<file path="src/rtl/delay_tune_bank.sv">
// Bank of NCH button-tuned delay-tap registers with debounce, hold-to-repeat,
// per-channel restore and readback of the DIP-selected channel.
module delay_tune_bank #(
  parameter int unsigned      NCH          = 3,
  parameter int unsigned      W            = 4,
  parameter logic [NCH*W-1:0] INIT         = {4'd7, 4'd0, 4'd5},
  parameter logic [7:0]       DIP_BASE     = 8'd128,
  parameter logic [15:0]      DEB_CYCLES   = 16'd50000,
  parameter logic [23:0]      REPEAT_DELAY = 24'd10000000,
  parameter logic [23:0]      REPEAT_RATE  = 24'd2000000,
  parameter bit               SATURATE     = 1'b1
) (
  input  logic             RST,
  input  logic             clkcomm,
  input  logic [7:0]       DIP,
  input  logic             BTN_N,
  input  logic             BTN_S,
  input  logic             BTN_W,
  output logic [NCH*W-1:0] delay_out,
  output logic             sel_valid,
  output logic [3:0]       sel_ch,
  output logic [W-1:0]     sel_value,
  output logic             changed
);

  localparam int unsigned NBTN = 3;
  localparam int unsigned BN   = 0;
  localparam int unsigned BS   = 1;
  localparam int unsigned BW   = 2;
  localparam logic [15:0] DEB_LOAD   = (DEB_CYCLES == 16'd0) ? 16'd0 : DEB_CYCLES - 16'd1;
  localparam logic [23:0] DELAY_LOAD = (REPEAT_DELAY == 24'd0) ? 24'd0 : REPEAT_DELAY - 24'd1;
  localparam logic [23:0] RATE_LOAD  = (REPEAT_RATE == 24'd0) ? 24'd0 : REPEAT_RATE - 24'd1;
  localparam logic [W-1:0] VMAX      = {W{1'b1}};

  typedef enum logic [1:0] {S_IDLE, S_FIRST, S_WAIT, S_REPEAT} state_t;

  logic [NBTN-1:0] btn_raw, sync1, sync2, deb, deb_q;
  logic [15:0]     deb_cnt [NBTN];

  assign btn_raw = {BTN_W, BTN_S, BTN_N};

  // Synchronise, then accept a new level only after DEB_CYCLES stable cycles
  always_ff @(posedge clkcomm or negedge RST) begin
    if (!RST) begin
      sync1 <= '0;
      sync2 <= '0;
      deb   <= '0;
      deb_q <= '0;
      for (int unsigned i = 0; i < NBTN; i++) deb_cnt[i] <= DEB_LOAD;
    end else begin
      sync1 <= btn_raw;
      sync2 <= sync1;
      deb_q <= deb;
      for (int unsigned i = 0; i < NBTN; i++) begin
        if (sync2[i] == deb[i]) begin
          deb_cnt[i] <= DEB_LOAD;
        end else if (deb_cnt[i] == 16'd0) begin
          deb[i]     <= sync2[i];
          deb_cnt[i] <= DEB_LOAD;
        end else begin
          deb_cnt[i] <= deb_cnt[i] - 16'd1;
        end
      end
    end
  end

  logic       n_rise_c, s_rise_c, w_rise_c;
  assign n_rise_c = deb[BN] & ~deb_q[BN];
  assign s_rise_c = deb[BS] & ~deb_q[BS];
  assign w_rise_c = deb[BW] & ~deb_q[BW];

  logic [7:0]   dip_reg, sel_diff_c;
  logic         sel_ok_c;
  logic [3:0]   sel_idx_c;
  logic [W-1:0] sel_cur_c;

  always_comb begin
    sel_diff_c = dip_reg - DIP_BASE;
    sel_ok_c   = (dip_reg >= DIP_BASE) && (sel_diff_c < 8'(NCH));
    sel_idx_c  = sel_ok_c ? sel_diff_c[3:0] : 4'd0;
    sel_cur_c  = '0;
    for (int unsigned i = 0; i < NCH; i++) begin
      if (sel_idx_c == 4'(i)) sel_cur_c = delay_out[i*W +: W];
    end
  end

  always_ff @(posedge clkcomm or negedge RST) begin
    if (!RST) begin
      dip_reg   <= '0;
      sel_valid <= 1'b0;
      sel_ch    <= '0;
      sel_value <= '0;
    end else begin
      dip_reg   <= DIP;
      sel_valid <= sel_ok_c;
      sel_ch    <= sel_idx_c;
      sel_value <= sel_ok_c ? sel_cur_c : '0;
    end
  end

  state_t      state, state_nx;
  logic [23:0] rpt_cnt, rpt_cnt_nx;
  logic        dir_inc, dir_inc_nx, step_c, abort_c;

  always_ff @(posedge clkcomm or negedge RST) begin
    if (!RST) begin
      state   <= S_IDLE;
      rpt_cnt <= '0;
      dir_inc <= 1'b0;
    end else begin
      state   <= state_nx;
      rpt_cnt <= rpt_cnt_nx;
      dir_inc <= dir_inc_nx;
    end
  end

  // Shared repeat FSM; abort on release of the held button or on N+S together
  always_comb begin
    state_nx   = state;
    rpt_cnt_nx = rpt_cnt;
    dir_inc_nx = dir_inc;
    step_c     = 1'b0;
    abort_c    = (deb[BN] & deb[BS]) | (dir_inc ? ~deb[BN] : ~deb[BS]);
    case (state)
      S_IDLE: begin
        if (n_rise_c && !deb[BS]) begin
          state_nx   = S_FIRST;
          dir_inc_nx = 1'b1;
        end else if (s_rise_c && !deb[BN]) begin
          state_nx   = S_FIRST;
          dir_inc_nx = 1'b0;
        end
      end
      S_FIRST: begin
        if (abort_c) begin
          state_nx = S_IDLE;
        end else begin
          step_c     = 1'b1;
          rpt_cnt_nx = DELAY_LOAD;
          state_nx   = S_WAIT;
        end
      end
      S_WAIT: begin
        if (abort_c) begin
          state_nx = S_IDLE;
        end else if (rpt_cnt == 24'd0) begin
          rpt_cnt_nx = RATE_LOAD;
          state_nx   = S_REPEAT;
        end else begin
          rpt_cnt_nx = rpt_cnt - 24'd1;
        end
      end
      S_REPEAT: begin
        if (abort_c) begin
          state_nx = S_IDLE;
        end else if (rpt_cnt == 24'd0) begin
          step_c     = 1'b1;
          rpt_cnt_nx = RATE_LOAD;
        end else begin
          rpt_cnt_nx = rpt_cnt - 24'd1;
        end
      end
      default: state_nx = S_IDLE;
    endcase
  end

  logic       rest_pend, rest_q, step_q, step_inc_q;
  logic [3:0] ch_q;

  // Restore is delayed one extra cycle so it lands on the same edge as a step
  always_ff @(posedge clkcomm or negedge RST) begin
    if (!RST) begin
      rest_pend  <= 1'b0;
      rest_q     <= 1'b0;
      step_q     <= 1'b0;
      step_inc_q <= 1'b0;
      ch_q       <= '0;
    end else begin
      rest_pend  <= w_rise_c;
      rest_q     <= rest_pend & sel_valid;
      step_q     <= step_c & sel_valid;
      step_inc_q <= dir_inc;
      ch_q       <= sel_ch;
    end
  end

  logic [NCH*W-1:0] dout_nx_c;
  logic [W-1:0]     step_old_c, step_new_c;

  always_comb begin
    dout_nx_c  = delay_out;
    step_old_c = '0;
    for (int unsigned i = 0; i < NCH; i++) begin
      if (ch_q == 4'(i)) step_old_c = delay_out[i*W +: W];
    end
    if (step_inc_q) step_new_c = (SATURATE && step_old_c == VMAX) ? VMAX : step_old_c + W'(1);
    else            step_new_c = (SATURATE && step_old_c == '0) ? '0 : step_old_c - W'(1);
    for (int unsigned i = 0; i < NCH; i++) begin
      if (ch_q == 4'(i)) begin
        if (rest_q)      dout_nx_c[i*W +: W] = INIT[i*W +: W];
        else if (step_q) dout_nx_c[i*W +: W] = step_new_c;
      end
    end
  end

  always_ff @(posedge clkcomm or negedge RST) begin
    if (!RST) begin
      delay_out <= INIT;
      changed   <= 1'b0;
    end else begin
      delay_out <= dout_nx_c;
      changed   <= (dout_nx_c != delay_out);
    end
  end

endmodule

</file>
<file path="config.mk">
export PLATFORM = sky130hd
export DESIGN_NAME = delay_tune_bank
export DESIGN_NICKNAME = d
export VERILOG_FILES = /design/src/rtl/delay_tune_bank.sv
export SDC_FILE = /design/constraint.sdc
export NUM_CORES = 1
export LEC_CHECK = 0
export ABC_AREA = 0
export CORE_MARGIN = 5
export CORE_UTILIZATION = 64
export DETAILED_ROUTE_END_ITERATION = 6
export GPL_ROUTABILITY_DRIVEN = 0
export GPL_TIMING_DRIVEN = 1
export PLACE_DENSITY = 0.85
export SETUP_SLACK_MARGIN = 0.1
export SLEW_MARGIN = 20
export SYNTH_ARGS = -nofsm -noshare
export SYNTH_HDL_FRONTEND = slang
export SYNTH_SLANG_ARGS = --single-unit
export TNS_END_PERCENT = 20
</file>
<file path="constraint.sdc">
create_clock -name clkcomm -period 6 [get_ports clkcomm]
set_clock_uncertainty 0.2 [all_clocks]
set_input_delay 1.2 -clock clkcomm [delete_from_list [all_inputs] [get_ports clkcomm]]
set_output_delay 1.2 -clock clkcomm [all_outputs]
set_load 0.01 [all_outputs]
</file>
==> run summary, run 1 <==
Post-CTS Setup Bufs = 0
Largest regs = deb_cnt: 48 flops, rpt_cnt: 24 flops, delay_out: 12 flops
CP cell instances = clkdlybuf4s50_1
Critical Path RT = 4.60 ns
die height = 108 µm
cell area after synthesis = 6130 µm²
met3 wire len = 710 µm
Pre-antenna DRT Iters = 7
most flop-heavy register = deb_cnt
fraction of layout cells with a size suffix above 1 = 13.3%
Yosys warning count = 0
Final Worst Setup Slack = 2.81 ns
WL/cell = 16.8 µm
highest clock rate = 313 MHz
WS Path Type = flop to output port
Cell variety after synth = 72
chip width = 108 µm
Rel. slew slack = 41.7%
syn avg cell area = 10.1 µm²
TNS Setup = 0 ns
hold_buf cts = 0
Placeable Area = 9280 µm²
via total after detailed routing = 4725
top_reg_cell synth = dfrtp_1
clock sinks = 125
synthesized instance count = 609
CTS tree = built
drt total wl = 13100 µm
CTS Buffer Depth = 2
Critical Path Fanout Max = 9
P_leak = 0.00294 µW
Reg clk slew, reported paths = 0.06 ns
first-pass GRT wire length = 22400 µm
Synth Register Bits = 125
worst slew pin tran = 0.868 ns
Final Hold Fails = 0
Period Utilization, post-route = 53.2%
root buf cell = clkbuf_8
min-delay worst type = flop to flop
Metal-1 WL = 5520 µm
Worst path max stage delay = 0.69 ns
post-route ant nets = 0
number of synthesized flops with an enable pin = 0
initial antenna violation count = 0
areal power density over the cells = 259 nW/µm²
fin nets = 664
Async S/R FF share, synth = 100%
peak supply drop = 0.234 mV
Place WS = 2.83 ns
DR DRC count = 0
crit path max-delay cell type = dfstp_2
worst skew pair latency = 0.52 ns
Final min period = 3.19 ns
Fill cells = 607
CP delay by family, top = flip-flops
post-CTS sizing = 0
Top Layer Used = met4
Final setup viols = 0
GR Overflow Total = 0
RSZ-0062 raised after global routing = no
register area share after synthesis = 51.6%
CP Capture Type = output port
total CTS buffers = 17
Post-DP HPWL = 8660 µm
fin area = 7030 µm²
die area = 11600 µm²
largest net degree at the start of global routing = 82
number of vias per cell = 6.02
Rows = 35
routed wl met2 = 6690 µm
synthesis-to-layout area growth = 14.5%
hold slack = 0.153 ns
starting density of the core = 66.1%
H-tree levels = 4
drt initial violations = 315
placed cell areas = 6500 µm²
vias in the first global route = 4763
status = finished, final reports clean
max reg flops = 48
FF+latch area = 3170 µm²
commonest cells after routing, fill and taps aside = 93 x dfrtp_1, 70 x nor2_1, 66 x nand2_1
buffers and inverters on the worst path = 1
fin. max-slew vios = 0
commonest non-fill, non-tap cell in the layout = dfrtp_1
# port buffers = 34
critical path arrival = 1.79 ns
GRT Total Usage = 24.7%
# IOs = 35
Multi-input gate area = 2750 µm²
Antenna Cells = 0
Max Cap Viol = 0
Setup crit start kind = flop
-- where the power goes --
part           switching (µW)  internal (µW)  total, µW
sequential               8.41            860        868
clock                     351            547        899
combinational            35.1           17.4       52.5
-- Yosys cell counts (all sizes together) (8+ instances only) --
cell type	instances	share of area, %
nand2	67	4.1
nor3	30	2.4
nor2	70	4.3
clkbuf	10	0.77
xnor2	30	4.3
nor4	20	2.4
o21ai	39	3.2
o22a	8	1.2
nand3	18	1.5
a21oi	31	2.5
dfrtp	93	38
dfstp	32	14
ha	8	1.6
o41ai	9	1.3
xor2	10	1.4
inv	20	1.2
buf	9	1.3
-- metal layers --
layer  up-vias  track usage [%]
met5         -                0
met3        26             6.12
met1      2318             30.6
met4         0             9.11
met2       148             41.9
li1       2233                -
-- cell families after synthesis --
| family | synth area share, % |
|---|---|
| AO/OA/AOI/OAI | 15.2 |
| XOR/XNOR | 5.71 |
| adder cells (fa/ha/maj) | 1.63 |
| buffers and inverters | 3.63 |
| flip-flops | 51.6 |
| multiplexers | 1.75 |
| other | 0.0611 |
| AND/OR/NAND/NOR | 20.4 |
-- area by class of cell --
type | count | area share (%)
Sequential cell | 125 | 45.1
Multi-Input combinational cell | 444 | 39.1
Clock buffer | 25 | 6.89
Timing Repair Buffer | 35 | 4.97
Tap cell | 129 | 2.30
Inverter | 20 | 1.07
Clock inverter | 7 | 0.570
-- path summary, 6_finish.rpt --
kind	depth (start not counted)	start	endpoint	slack (ns)
max	1	delay_out[8]$_DFF_PN1_	delay_out[8]	2.81
min	0	sync1[2]$_DFF_PN0_	sync2[2]$_DFF_PN0_	0.15
max reg2reg	7	ch_q[0]$_DFF_PN0_	changed$_DFF_PN0_	2.98
min reg2reg	0	sync1[2]$_DFF_PN0_	sync2[2]$_DFF_PN0_	0.15
max in group asynchronous	2	RST	deb_cnt[40]$_DFF_PN1_	4.07
min in group asynchronous	1	RST	ch_q[0]$_DFF_PN0_	0.52
-- per-stage QoR --
stage / instances / util, % / power (µW)
5_1_grt: 785 / 75.7 / 1890
3_5_place_dp: 753 / 70.0 / 935
3_3_place_gp: 753 / 70.0 / 932
6_report: 785 / 75.7 / 1820
2_1_floorplan: 610 / - / 902
4_1_cts: 785 / 75.6 / 1830
Note: power is estimated with default switching activity, not from simulation.
==> inputs of run 2 (changes only) <==
- CORE_UTILIZATION: 64 -> 54
- PLACE_DENSITY: 0.85 -> 0.76
- clock period: 6 -> 2.6 ns (I/O delays scaled with it)
==> run 2 against run 1 <==
  * Worst setup slack got worse by 2.7 ns
  * Global-route usage decreased by 3.0 points
  * Count of clock-buffer cells in the layout is 5 lower
  * Register-to-register slack lost 2.9 ns
  * Clock power grew to 2.5 times the previous value
  * Cell count up 5.4%
  * Sequential cell count unchanged
  * Critical endpoint is now rpt_cnt[11]$_DFFE_PN0P_
  * Largest cell class unchanged
  * Critical path depth is 8 higher
  * Critical path type is now flop to flop
  * Via count is 4.0% higher
  * Utilization down 9.9 points
  * Die area up 17%
  * Sequential power up 130%
==> run summary, run 2 (synthesis results as in run 1) <==
status = finished, final reports clean
highest clock rate = 396 MHz
Critical Path Start = rpt_cnt[5]$_DFFE_PN0P_
H-tree levels = 4 (unchanged)
Largest regs = deb_cnt: 48 flops, rpt_cnt: 24 flops, delay_out: 12 flops
# port buffers = 34 (unchanged)
Worst Reg-to-Reg Cells = 9 (+2)
die height = 117 µm (+8.0%)
die area = 13600 µm² (+17%)
Net Switching = 964 µW (+140%)
Max Cap Viol = 0 (unchanged)
part of the power in registers = 45.7% (-2.0 points)
Final Hold Fails = 0 (unchanged)
root buf cell = clkbuf_16
DR DRC count = 0 (unchanged)
critical path arrival = 2.62 ns (+0.83 ns)
fin. max-slew vios = 0 (unchanged)
reg2reg setup slack = 0.07 ns (-2.91 ns)
clock sinks = 125 (unchanged)
Setup crit start kind = flop
number of vias per cell = 5.94 (-1.3%)
Critical Path Fanout Max = 13 (+4)
worst reg2reg path endpoint = rpt_cnt[11]$_DFFE_PN0P_
WL/cell = 16.5 µm (-1.6%)
fraction of layout cells with a size suffix above 1 = 19.4% (+6.2 points)
CP Capture Type = flop
fin util = 65.8% (-9.9 points)
fin nets = 692 (+4.2%)
Period Utilization, post-route = 97.2%
min-delay worst type = flop to flop
WS Path Type = flop to flop
Worst path max stage delay = 0.56 ns (-0.13 ns)
worst slew pin tran = 0.652 ns (-0.216 ns)
Antenna Cells = 0 (unchanged)
crit path max-delay cell type = or4_4
Clock power frac = 51.4% (+2.0 points)
CP endpoint = rpt_cnt[11]$_DFFE_PN0P_
Top Layer Used = met4
Logic pwr share = 3.0% (about the same)
GR Overflow Total = 0 (unchanged)
Placeable Area = 11300 µm² (+21%)
max reg flops = 48 (unchanged)
first-pass GRT wire length = 23100 µm (+3.3%)
commonest non-fill, non-tap cell in the layout = dfrtp_1
starting density of the core = 54.4% (-12 points)
commonest cells after routing, fill and taps aside = 92 x dfrtp_1, 69 x nor2_1, 65 x nand2_1
worst skew pair latency = 0.42 ns (-0.10 ns)
initial antenna violation count = 0 (unchanged)
RSZ-0062 raised after global routing = yes
Critical Path RT = 2.69 ns (-1.91 ns)
chip width = 117 µm (+8.0%)
Post-DP HPWL = 9410 µm (+8.7%)
# IOs = 35 (unchanged)
Switching Share = 22.0% (+0.27 points)
GRT Total Usage = 21.7% (-3.0 points)
areal power density over the cells = 591 nW/µm² (+130%)
routed wl met2 = 6790 µm (+1.6%)
drt total wl = 13600 µm (+3.7%)
peak supply drop = 0.728 mV (+210%)
Pre-antenna DRT Iters = 5 (-2)
CTS tree = built
Internal Power = 3420 µW (+140%)
Final min period = 2.53 ns
most flop-heavy register = deb_cnt
Reg clk slew, reported paths = 0.06 ns (about the same)
vias in the first global route = 4966 (+4.3%)
Final setup viols = 0 (unchanged)
CP cell instances = or4_4, nor4_4, buf_4, a41oi_2, buf_4, o21ai_0, nand2_1, nand2_1, o41ai_1
met3 wire len = 840 µm (+18%)
TNS Setup = 0 ns (unchanged)
largest net degree at the start of global routing = 41 (-50%)
Metal-1 WL = 5660 µm (+2.6%)
Rows = 39 (+11%)
total CTS buffers = 17 (unchanged)
post-route ant nets = 0 (unchanged)
Hold Path Origin = sync1[2]$_DFF_PN0_
CTS Buffer Depth = 2 (unchanged)
P_leak = 0.00310 µW (+5.6%)
Rel. slew slack = 56.1% (+14 points)
drt initial violations = 543 (+72%)
via total after detailed routing = 4913 (+4.0%)
worst r2r src = rpt_cnt[5]$_DFFE_PN0P_
synthesis-to-layout area growth = 20.8%
-- run 2: final cells by class --
cell class | count | area, µm²
Fill cell | 858 | 3860
Sequential cell | 125 | 3170
Multi-Input combinational cell | 444 | 2840
Timing Repair Buffer | 63 | 574
Clock buffer | 20 | 467
Tap cell | 143 | 179
Clock inverter | 12 | 113
Inverter | 20 | 75.1
-- run 2: power by group through the flow --
stage | clock network, µW | registers (µW) | logic [µW]
final | 2250 | 2000 | 130
after global routing | 2390 | 2010 | 151
after CTS | 2300 | 2000 | 134
after detailed placement | 0 | 2030 | 132
after global placement | 0 | 2030 | 127
after floorplan | 0 | 2030 | 51.5
-- run 2: layer usage --
| layer | vias up | track usage, % |
|---|---|---|
| met5 | - | 0 |
| met4 | 0 | 9.33 |
| met3 | 41 | 6.06 |
| met2 | 184 | 35.5 |
| met1 | 2391 | 27.0 |
| li1 | 2297 | - |
-- run 2: critical path, delay by kind of cell (launching register included) --
kind	cells	cell delay (ns)
simple gates	4	1.02
buf+inv	2	0.43
flops	1	0.42
compound gates	3	0.33
-- run 2: timing repair --
item	4_1_cts	5_1_grt
endpoints found under the setup margin	6	49
buffers inserted	0	3
hold endpoints to repair	26	0
resized for setup	1	22
pin swaps	0	4
hold buffers	1	0
-- run 2: metrics by stage --
| stage | setup slack, ns | instance area (µm²) | cells | hold WS [ns] | power [µW] |
|---|---|---|---|---|---|
| floorplan | 0.313 | 6140 | 610 | 0.0244 | 2080 |
| finish | 0.0724 | 7410 | 827 | 0.147 | 4380 |
| CTS | 0.0782 | 7310 | 824 | 0.148 | 4440 |
| global placement | 0.155 | 6710 | 791 | 0.133 | 2160 |
| detailed placement | 0.0747 | 6710 | 791 | 0.135 | 2170 |
| global route | 0.00802 | 7410 | 827 | 0.156 | 4550 |
-- run 2: worst min path at each step --
stage	endpoint	slack, ns	cells after the start
after floorplan	ch_q[0]$_DFF_PN0_	0.02	0
after global placement	sync2[0]$_DFF_PN0_	0.13	0
after detailed placement	sync2[0]$_DFF_PN0_	0.13	0
after CTS	sync2[0]$_DFF_PN0_	0.15	0
after global routing	sync2[2]$_DFF_PN0_	0.16	0
final	sync2[2]$_DFF_PN0_	0.15	0
